**config.mk**
```make
export PLATFORM = sky130hd
export DESIGN_NAME = if_fetch_queue
export DESIGN_NICKNAME = d
export VERILOG_FILES = /design/src/rtl/if_fetch_queue.sv
export SDC_FILE = /design/constraint.sdc
export NUM_CORES = 1
export LEC_CHECK = 0
export CORE_MARGIN = 2
export CORE_UTILIZATION = 45
export CTS_BUF_LIST = sky130_fd_sc_hd__clkbuf_8
export CTS_CLUSTER_DIAMETER = 40
export CTS_CLUSTER_SIZE = 16
export DETAILED_ROUTE_END_ITERATION = 8
export PLACE_DENSITY = 0.67
export SYNTH_ARGS = -nofsm -noshare
export SYNTH_HDL_FRONTEND = slang
export SYNTH_SLANG_ARGS = --single-unit
```
**constraint.sdc**
```tcl
create_clock -name clk -period 7.7 [get_ports clk]
set_clock_uncertainty 0.15 [all_clocks]
set_input_delay 1.155 -clock clk [delete_from_list [all_inputs] [get_ports clk]]
set_output_delay 1.155 -clock clk [all_outputs]
set_load 0.1 [all_outputs]
```
**src/rtl/if_fetch_queue.sv**
```systemverilog
// Fetch PC generator, single-outstanding imem requester and
// instruction queue feeding decode.
module if_fetch_queue #(
  parameter int IQ_DEPTH = 4,
  parameter int PC_W     = 64
) (
  input  logic            clk,
  input  logic            rst,
  output logic            proc2Imem_req_o,
  output logic [PC_W-1:0] proc2Imem_addr_o,
  input  logic            Imem_valid_i,
  input  logic [63:0]     Imem2proc_data_i,
  input  logic            redirect_en_i,
  input  logic [PC_W-1:0] redirect_pc_i,
  output logic [31:0]     if_id_IR_o,
  output logic [PC_W-1:0] if_id_NPC_o,
  output logic            if_id_valid_inst_o,
  input  logic            id_ready_i
);

  localparam int PW = $clog2(IQ_DEPTH);
  localparam int CW = PW + 1;

  typedef enum logic [1:0] {
    S_FETCH,
    S_WAIT,
    S_DROP,
    S_HALTED
  } state_t;

  state_t          r_state;
  logic [PC_W-1:0] r_pc;
  logic [PC_W-1:0] r_req_pc;
  logic [31:0]     r_ir  [IQ_DEPTH];
  logic [PC_W-1:0] r_npc [IQ_DEPTH];
  logic [PW-1:0]   r_head;
  logic [PW-1:0]   r_tail;
  logic [CW-1:0]   r_count;

  logic            w_full;
  logic            w_req;
  logic            w_enq;
  logic            w_deq;
  logic            w_outst;
  logic            w_halt;
  logic [31:0]     w_word;
  logic [PC_W-1:0] w_npc;
  logic            w_unused;

  assign w_unused = ^redirect_pc_i[1:0];

  assign w_full = (r_count == CW'(IQ_DEPTH));
  // rst gates req so it drops the moment reset asserts
  assign w_req  = rst && (r_state == S_FETCH)
               && !w_full && !redirect_en_i;
  assign w_enq  = (r_state == S_WAIT) && Imem_valid_i
               && !redirect_en_i;
  assign w_deq  = (r_count != '0) && id_ready_i
               && !redirect_en_i;
  assign w_outst = ((r_state == S_WAIT) || (r_state == S_DROP))
                && !Imem_valid_i;

  assign w_word = r_req_pc[2] ? Imem2proc_data_i[63:32]
                              : Imem2proc_data_i[31:0];
  assign w_npc  = r_req_pc + PC_W'(4);
  assign w_halt = (w_word == 32'h0000_0555);

  assign proc2Imem_req_o    = w_req;
  assign proc2Imem_addr_o   = {r_pc[PC_W-1:3], 3'b000};
  assign if_id_valid_inst_o = (r_count != '0);
  assign if_id_IR_o         = r_ir[r_head];
  assign if_id_NPC_o        = r_npc[r_head];

  always_ff @(posedge clk or negedge rst) begin
    if (!rst) begin
      r_state  <= S_FETCH;
      r_pc     <= '0;
      r_req_pc <= '0;
      r_head   <= '0;
      r_tail   <= '0;
      r_count  <= '0;
    end else if (redirect_en_i) begin
      r_pc    <= {redirect_pc_i[PC_W-1:2], 2'b00};
      r_state <= w_outst ? S_DROP : S_FETCH;
      r_head  <= '0;
      r_tail  <= '0;
      r_count <= '0;
    end else begin
      if (w_enq) r_tail <= r_tail + 1'b1;
      if (w_deq) r_head <= r_head + 1'b1;
      if (w_enq && !w_deq)
        r_count <= r_count + 1'b1;
      else if (!w_enq && w_deq)
        r_count <= r_count - 1'b1;
      unique case (r_state)
        S_FETCH: begin
          if (w_req) begin
            r_state  <= S_WAIT;
            r_req_pc <= r_pc;
          end
        end
        S_WAIT: begin
          if (Imem_valid_i) begin
            r_pc    <= w_npc;
            r_state <= w_halt ? S_HALTED : S_FETCH;
          end
        end
        S_DROP: begin
          if (Imem_valid_i) r_state <= S_FETCH;
        end
        S_HALTED: begin
          r_state <= S_HALTED;
        end
        default: r_state <= S_FETCH;
      endcase
    end
  end

  always_ff @(posedge clk or negedge rst) begin
    if (!rst) begin
      for (int i = 0; i < IQ_DEPTH; i++) begin
        r_ir[i]  <= '0;
        r_npc[i] <= '0;
      end
    end else if (w_enq) begin
      r_ir[r_tail]  <= w_word;
      r_npc[r_tail] <= w_npc;
    end
  end

endmodule

```
**Yosys cells after proc, flatten, opt, wreduce, memory -nomap -nowiden**

Cells that the tools add are included.
Widths: inputs -> output; s select.

- Flip-flop bits (word level): 521
- Input port bits: 133
- Output and inout bits: 162
- Word-level logic and storage cells: 90

- $add $sub $neg: 5
- $lt $le $gt $ge: 3
- Eq/ne operators: 8
- Multiplexer cells: 30
- Bitwise operators: 3
- Reduce and logical (&&, ||, !) cells: 27

Operator list:

| kind | count |
|---|---|
| $mux 64 | 6 |
| $bwmux 256 | 1 |
| $bmux 64 s2 | 1 |
| $bwmux 128 | 1 |
| $demux 64 s2 | 1 |
| $mux 32 | 4 |
| $add 64x3->64 const B | 1 |
| $bmux 32 s2 | 1 |
| $demux 32 s2 | 1 |
| $eq 32x11->1 const B | 1 |
| $mux 2 | 10 |
| $logic_and 1x1->1 | 11 |
| $mux 3 | 3 |
| $ne 3x3->1 const B | 3 |
| $pmux 2 s4 | 1 |
| $reduce_bool 2->1 | 4 |
| $ge 3x3->1 const B | 2 |
| $not 2->3 | 2 |
| $reduce_and 3->1 | 2 |
| $reduce_bool 3->1 | 2 |
| $logic_not 1->1 | 5 |
| $add 2x1->2 const B | 2 |
| $eq 2x2->1 const B | 2 |
| $add 3x1->3 const B | 1 |
| 8 further kinds | 8 |

**Logic depth before layout (Yosys ltp)**

- Depth after elaboration: 8
- Gate-level depth with buffers: 12
- Gate-level depth less buffers: 10

**Worst setup path before layout**

Ideal clock, no wire load.

- Path kind: input-to-output
- Start: in redirect_en_i
- End: out proc2Imem_req_o
- Arrival: 2.776 ns
- Data required time: 6.395 ns
- Setup slack: 3.619 ns
- Cell stages on the path: 6
- Buffers on the path: 3
- Cell sequence: clkbuf_1 -> inv_1 -> nand4_1 -> clkbuf_1 -> clkbuf_1 -> inv_1

- Cells in the longest elaborated chain, start to end: 2

Ends and longest elaborated chain:

| what | RTL line | source |
|---|---|---|
| start, declared | 13 | `input logic redirect_en_i,` |
| $logic_not 1->1 | 55 | `&& !w_full && !redirect_en_i;` |
| $logic_and 1x1->1 | 55 |  |
| end, declared | 9 | `output logic proc2Imem_req_o,` |

Every way passes these cells.

**Final worst setup path**

- Start: reg r_head[1]
- End: out if_id_IR_o[11]

- Cells in the longest elaborated chain, start to end: 4

Ends and longest elaborated chain:

| what | RTL line | source |
|---|---|---|
| start, declared | 36 | `logic [PW-1:0] r_head;` |
| start signal, assigned | 90 | `if (w_deq) r_head <= r_head + 1'b1;` |
| $not 2->3 (not written as such) | 71 | `assign if_id_IR_o = r_ir[r_head];` |
| $bmux 32 s2 | 71 |  |
| $mux 32 (not written as such) (2 in a row) | 71 |  |
| end, declared | 15 | `output logic [31:0] if_id_IR_o,` |

Every way passes these cells. The select of a mux whose other input is x is not followed.

==> report_table.html <==
<table>
<tr><th>Metric</th><th>Value</th></tr>
<tr><th colspan="2">Setup path</th></tr>
<tr><td>Crit path buf inv count</td><td>2</td></tr>
<tr><td>Highest-delay cell along the critical path</td><td>sky130_fd_sc_hd__dfrtp_4</td></tr>
<tr><td>Crit path arrival time</td><td>4.10 ns</td></tr>
<tr><td>Number of cells on the worst reg-to-reg path</td><td>7</td></tr>
<tr><td>Critical Path Fanout Max</td><td>64</td></tr>
<tr><td>CP startpoint kind</td><td>flip-flop</td></tr>
<tr><td>Required time at the endpoint of the critical path</td><td>6.39 ns</td></tr>
<tr><td>Worst-path cell chain</td><td>buf_4 &gt; mux4_2 &gt; clkdlybuf4s50_1</td></tr>
<tr><td>Nature of the critical path endpoint</td><td>output pin</td></tr>
<tr><td>Worst reg2reg path startpoint</td><td>r_state[1]$_DFFE_PN0P_</td></tr>
<tr><td>Reg2reg end</td><td>r_npc[0]$_DFFE_PN0P_</td></tr>
<tr><td>Worst path top cell family by delay</td><td>buffers and inverters</td></tr>
<tr><td>Critical path's largest stage delay</td><td>1.22 ns</td></tr>
<tr><td>Start-to-end type of the worst setup path</td><td>reg2out</td></tr>
<tr><td>Register-to-register setup slack</td><td>3.84 ns</td></tr>
<tr><th colspan="2">Synthesis</th></tr>
<tr><td>Share of cell area taken by muxes after synthesis</td><td>0.1389</td></tr>
<tr><td>Count of flip-flops with a built-in enable after synthesis</td><td>0</td></tr>
<tr><td>Mean instance size in the synthesized netlist</td><td>10.70 sq um</td></tr>
<tr><td>Dominant synthesized flop cell</td><td>sky130_fd_sc_hd__dfrtp_1</td></tr>
<tr><td>Largest cells by area after synthesis</td><td>sky130_fd_sc_hd__dfrtp_1 54%, sky130_fd_sc_hd__mux4_2 9.0%, sky130_fd_sc_hd__o21ai_0 9.0%</td></tr>
<tr><td>Fraction of the mapped netlist area in compound gates</td><td>0.1165</td></tr>
<tr><td>Sequential-to-total area share from yosys stat</td><td>0.5439</td></tr>
<tr><td>Number of register bits inferred by synthesis</td><td>521</td></tr>
<tr><td>Biggest area consumer among synthesized cells</td><td>sky130_fd_sc_hd__dfrtp_1</td></tr>
<tr><td>Cell count after synthesis</td><td>2,241</td></tr>
<tr><td>Adder-cell share of the synthesized area</td><td>0.005533</td></tr>
<tr><td>Dominant combinational cell family by area after synthesis</td><td>multiplexers</td></tr>
<tr><td>Share of the synthesized area in the top cell type</td><td>0.5439</td></tr>
<tr><td>Post-synthesis simple-gate area fraction</td><td>0.1272</td></tr>
<tr><td>Distinct cells, synth</td><td>53</td></tr>
<tr><td>Yosys Warn Count</td><td>0</td></tr>
<tr><td>Xor and xnor area share after synthesis</td><td>0.01864</td></tr>
<tr><td>Share of synthesized flip-flops with an asynchronous set or reset</td><td>1.000</td></tr>
<tr><td>Mapped cell area</td><td>0.02397 sq mm</td></tr>
<tr><th colspan="2">Routing</th></tr>
<tr><td>Number of vias after detailed routing</td><td>17,742</td></tr>
<tr><td>Number of routed nets with antenna violations</td><td>0</td></tr>
<tr><td>Initial detailed-routing violation count</td><td>1,277</td></tr>
<tr><td>Drt total wl</td><td>65,050 microns</td></tr>
<tr><td>Number of detailed-routing iterations run before antenna repair</td><td>7</td></tr>
<tr><td>Number of remaining DRC errors</td><td>0</td></tr>
<tr><td>DR vias/cell</td><td>5.611</td></tr>
<tr><td>Mean routed wirelength per cell</td><td>20.57 microns</td></tr>
<tr><th colspan="2">Placed design</th></tr>
<tr><td>Number of port buffers</td><td>289</td></tr>
<tr><td>Routability Congestion</td><td>0.7975</td></tr>
<tr><td>Total instance count after detailed placement</td><td>3,022</td></tr>
<tr><td>Placed wire-length estimate</td><td>41,130 microns</td></tr>
<tr><th colspan="2">Floorplan</th></tr>
<tr><td>Die ar.</td><td>0.05513 sq mm</td></tr>
<tr><td>Top Ports</td><td>295</td></tr>
<tr><td>Row cnt</td><td>84</td></tr>
<tr><td>Height of the die</td><td>234.8 microns</td></tr>
<tr><td>Die span in x</td><td>234.8 microns</td></tr>
<tr><td>Core box area</td><td>0.05266 sq mm</td></tr>
<tr><td>Initial core utilization</td><td>0.4552</td></tr>
<tr><th colspan="2">Global route</th></tr>
<tr><td>Global-route total usage across every layer</td><td>0.2354</td></tr>
<tr><td>Number of antenna violations at the first check in global routing</td><td>3</td></tr>
<tr><td>Pin count of the biggest net entering global routing</td><td>155</td></tr>
<tr><td>Number of global-route vias before repair</td><td>17,886</td></tr>
<tr><td>Global-route congestion overflow total</td><td>0</td></tr>
<tr><td>Global-route wire length before repair</td><td>102,200 microns</td></tr>
<tr><th colspan="2">CTS</th></tr>
<tr><td>Clock buffer depth</td><td>3</td></tr>
<tr><td>CTS Hold Buffers Added</td><td>0</td></tr>
<tr><td>Master cell of the clock root buffer</td><td>sky130_fd_sc_hd__clkbuf_8</td></tr>
<tr><td>Clock tree from TritonCTS</td><td>yes</td></tr>
<tr><td>Register clock-pin slew on the reported worst setup and hold paths</td><td>0.08 ns</td></tr>
<tr><td>Post-cts sizing count</td><td>0</td></tr>
<tr><td>Later-pin clock latency in the skew report</td><td>0.68 ns</td></tr>
<tr><td>Total clock buffers created by CTS</td><td>77</td></tr>
<tr><td>Post-CTS setup buffer count</td><td>0</td></tr>
<tr><td>Sink count of the clock tree</td><td>521</td></tr>
<tr><td>Number of levels the H-tree was split into</td><td>3</td></tr>
<tr><th colspan="2">Run</th></tr>
<tr><td>MaxCap Viol Count</td><td>0</td></tr>
<tr><th colspan="2">Finish</th></tr>
<tr><td>Multi-input combinational cell area</td><td>0.009801 sq mm</td></tr>
<tr><td>Share of post-route cells with drive strength above 1</td><td>0.1425</td></tr>
<tr><td>Net count, final</td><td>2,556</td></tr>
<tr><td>Flip-flop and latch area</td><td>0.01305 sq mm</td></tr>
<tr><td>Post-layout instance count excluding filler cells</td><td>3,162</td></tr>
<tr><td>Area growth from synthesis to layout</td><td>19.80%</td></tr>
<tr><td>Layout filler cell count</td><td>4,525</td></tr>
<tr><th colspan="2">Min path</th></tr>
<tr><td>Hold depth</td><td>2</td></tr>
<tr><td>Endpoint with the worst hold slack</td><td>r_npc[135]$_DFFE_PN0P_</td></tr>
<tr><td>Launch instance of the worst min-delay path</td><td>r_npc[135]$_DFFE_PN0P_</td></tr>
<tr><td>Min-delay worst type</td><td>reg2reg</td></tr>
<tr><th colspan="2">STA</th></tr>
<tr><td>Minimum period implied by the final worst setup slack</td><td>5.407 ns</td></tr>
<tr><td>Max-slew violation total from the final report</td><td>0</td></tr>
<tr><td>Accumulated negative setup slack</td><td>0 ns</td></tr>
<tr><td>Worst slew margin</td><td>0.2089</td></tr>
<tr><td>Number of endpoints with negative hold slack in the final report</td><td>0</td></tr>
<tr><td>Transition time at the pin with the least slew margin</td><td>1.187 ns</td></tr>
<tr><td>Max Clock Freq</td><td>0.1849 GHz</td></tr>
<tr><td>Number of setup violations in the final report</td><td>0</td></tr>
<tr><td>Period Utilization, post-route</td><td>0.7022</td></tr>
<tr><td>Setup repair after global routing missed its margin</td><td>no</td></tr>
<tr><th colspan="2">Status</th></tr>
<tr><td>Result of the run</td><td>finished clean</td></tr>
<tr><th colspan="2">Pwr</th></tr>
<tr><td>PwrDens</td><td>436.5 mW/mm^2</td></tr>
<tr><td>IR Drop Worst-Case VDD</td><td>0.3334 mV</td></tr>
<tr><td>Reported leakage power</td><td>12.29 nW</td></tr>
</table>
power breakdown:
part	internal [mW]	switching [mW]	leakage, nW
Clock	1.40	1.19	0.909
Combinational	1.71	4.26	4.49
Sequential	3.42	0.558	6.89
synthesized netlist by cell type (7+ instances only):
master,number
sky130_fd_sc_hd__a211oi_1,7
sky130_fd_sc_hd__a21o_1,19
sky130_fd_sc_hd__a21oi_1,50
sky130_fd_sc_hd__and2_1,9
sky130_fd_sc_hd__and3_1,33
sky130_fd_sc_hd__and4_1,8
sky130_fd_sc_hd__buf_1,11
sky130_fd_sc_hd__buf_4,67
sky130_fd_sc_hd__clkbuf_1,137
sky130_fd_sc_hd__dfrtp_1,521
sky130_fd_sc_hd__ha_1,9
sky130_fd_sc_hd__inv_1,21
sky130_fd_sc_hd__mux2_2,76
sky130_fd_sc_hd__mux2i_1,31
sky130_fd_sc_hd__mux4_2,96
sky130_fd_sc_hd__nand2_1,444
sky130_fd_sc_hd__nand3_1,27
sky130_fd_sc_hd__nand4_1,20
sky130_fd_sc_hd__nor2_1,53
sky130_fd_sc_hd__nor3_1,30
sky130_fd_sc_hd__nor4_1,25
sky130_fd_sc_hd__o21ai_0,430
sky130_fd_sc_hd__o31a_1,7
sky130_fd_sc_hd__xnor2_1,39
sky130_fd_sc_hd__xor2_1,12
per-stage QoR:
step	hold WS (ns)	power [mW]	utilization	cell area (sq um)	worst slack, ns
4_1_cts	0.2747	12.63	0.5452	28710	2.212
6_report	0.3274	12.53	0.5454	28720	2.293
5_1_grt	0.3135	13.10	0.5452	28710	2.160
3_5_place_dp	0.3151	10.00	0.5113	26920	2.976
3_3_place_gp	0.3055	9.875	0.5113	26920	2.964
2_1_floorplan	0.2946	8.533	-	23980	3.619
kinds of logic after synthesis:
kind of cell,Yosys count
AOI/OAI and AO/OA,532
xor gates and xnor gates,51
other,1
adders and majority gates,10
buffers and inverters,243
muxes,203
and+or+nand+nor,680
DFF,521
how the worst max path moves through the flow:
stage / from / endpoint / cells past startpoint
2_1_floorplan: redirect_en_i / proc2Imem_req_o / 6
3_3_place_gp: r_head[1]$_DFFE_PN0P_ / if_id_IR_o[26] / 3
3_5_place_dp: Imem_valid_i / r_npc[3]$_DFFE_PN0P_ / 6
4_1_cts: r_head[1]$_DFFE_PN0P_ / if_id_IR_o[26] / 3
5_1_grt: r_head[1]$_DFFE_PN0P_ / if_id_IR_o[26] / 3
6_report: r_head[1]$_DFFE_PN0P_ / if_id_IR_o[11] / 3
sequential cells by signal, summed over array words and instances, names as in the netlist:
signal / cells
r_ir: 128
r_pc: 64
r_count: 3
r_npc: 256
r_tail: 2
r_head: 2
r_req_pc: 64
r_state: 2
worst register-to-register path, cell delays in order (launching register included):
cell                      delay, ns
sky130_fd_sc_hd__dfrtp_1       0.42
sky130_fd_sc_hd__inv_1         0.09
sky130_fd_sc_hd__ha_1          0.31
sky130_fd_sc_hd__nand2_2       0.46
sky130_fd_sc_hd__nor2_1        0.71
sky130_fd_sc_hd__nand2_4       0.69
sky130_fd_sc_hd__buf_12        0.50
sky130_fd_sc_hd__mux2_2        0.39
cell type report:
class,count,area share
inverters,21,0.002745
repair buffers,313,0.1092
well taps,688,0.02998
flip-flops and latches,521,0.4543
multi-input cells,1479,0.3413
clock inverters,49,0.02004
clock buffers,88,0.04218
diodes,3,0.0002614
metal layers:
metal / track usage / routed length [microns] / vias to the layer above
li1: - / - / 8141
met1: 0.3295 / 28800 / 8901
met2: 0.3689 / 30480 / 584
met3: 0.05016 / 4092 / 114
met4: 0.07461 / 1666 / 2
met5: 0 / 8 / -
cells in the final DEF (no fill, tap or decap), types with 3 or more instances in the layout:
| cell | count |
|---|---|
| sky130_fd_sc_hd__xnor2_1 | 39 |
| sky130_fd_sc_hd__and2_1 | 8 |
| sky130_fd_sc_hd__a21o_1 | 19 |
| sky130_fd_sc_hd__conb_1 | 3 |
| sky130_fd_sc_hd__o221ai_1 | 3 |
| sky130_fd_sc_hd__inv_1 | 26 |
| sky130_fd_sc_hd__and4_1 | 8 |
| sky130_fd_sc_hd__o21ai_1 | 6 |
| sky130_fd_sc_hd__buf_4 | 21 |
| sky130_fd_sc_hd__ha_1 | 9 |
| sky130_fd_sc_hd__a31oi_1 | 3 |
| sky130_fd_sc_hd__mux2i_1 | 31 |
| sky130_fd_sc_hd__nand3_1 | 27 |
| sky130_fd_sc_hd__inv_6 | 16 |
| sky130_fd_sc_hd__buf_12 | 5 |
| sky130_fd_sc_hd__nor4_1 | 24 |
| sky130_fd_sc_hd__mux2_2 | 76 |
| sky130_fd_sc_hd__or4_1 | 5 |
| sky130_fd_sc_hd__xor2_1 | 12 |
| sky130_fd_sc_hd__or3_1 | 5 |
| sky130_fd_sc_hd__nand2_4 | 4 |
| sky130_fd_sc_hd__nor2_1 | 53 |
| sky130_fd_sc_hd__a21oi_1 | 50 |
| sky130_fd_sc_hd__nor3_2 | 5 |
| sky130_fd_sc_hd__clkinv_4 | 5 |
| sky130_fd_sc_hd__nor3_1 | 30 |
| sky130_fd_sc_hd__mux4_2 | 96 |
| sky130_fd_sc_hd__clkdlybuf4s50_1 | 286 |
| sky130_fd_sc_hd__nand2_1 | 439 |
| sky130_fd_sc_hd__a211oi_1 | 7 |
| sky130_fd_sc_hd__o21ai_0 | 430 |
| sky130_fd_sc_hd__bufinv_16 | 9 |
| sky130_fd_sc_hd__o31a_1 | 7 |
| sky130_fd_sc_hd__nand4_1 | 20 |
| sky130_fd_sc_hd__clkinvlp_4 | 8 |
| sky130_fd_sc_hd__clkbuf_8 | 88 |
| sky130_fd_sc_hd__dfrtp_1 | 518 |
| sky130_fd_sc_hd__diode_2 | 3 |
| sky130_fd_sc_hd__clkinv_2 | 4 |
| sky130_fd_sc_hd__and3_1 | 33 |
No activity file was read; power rests on OpenSTA's default activity.
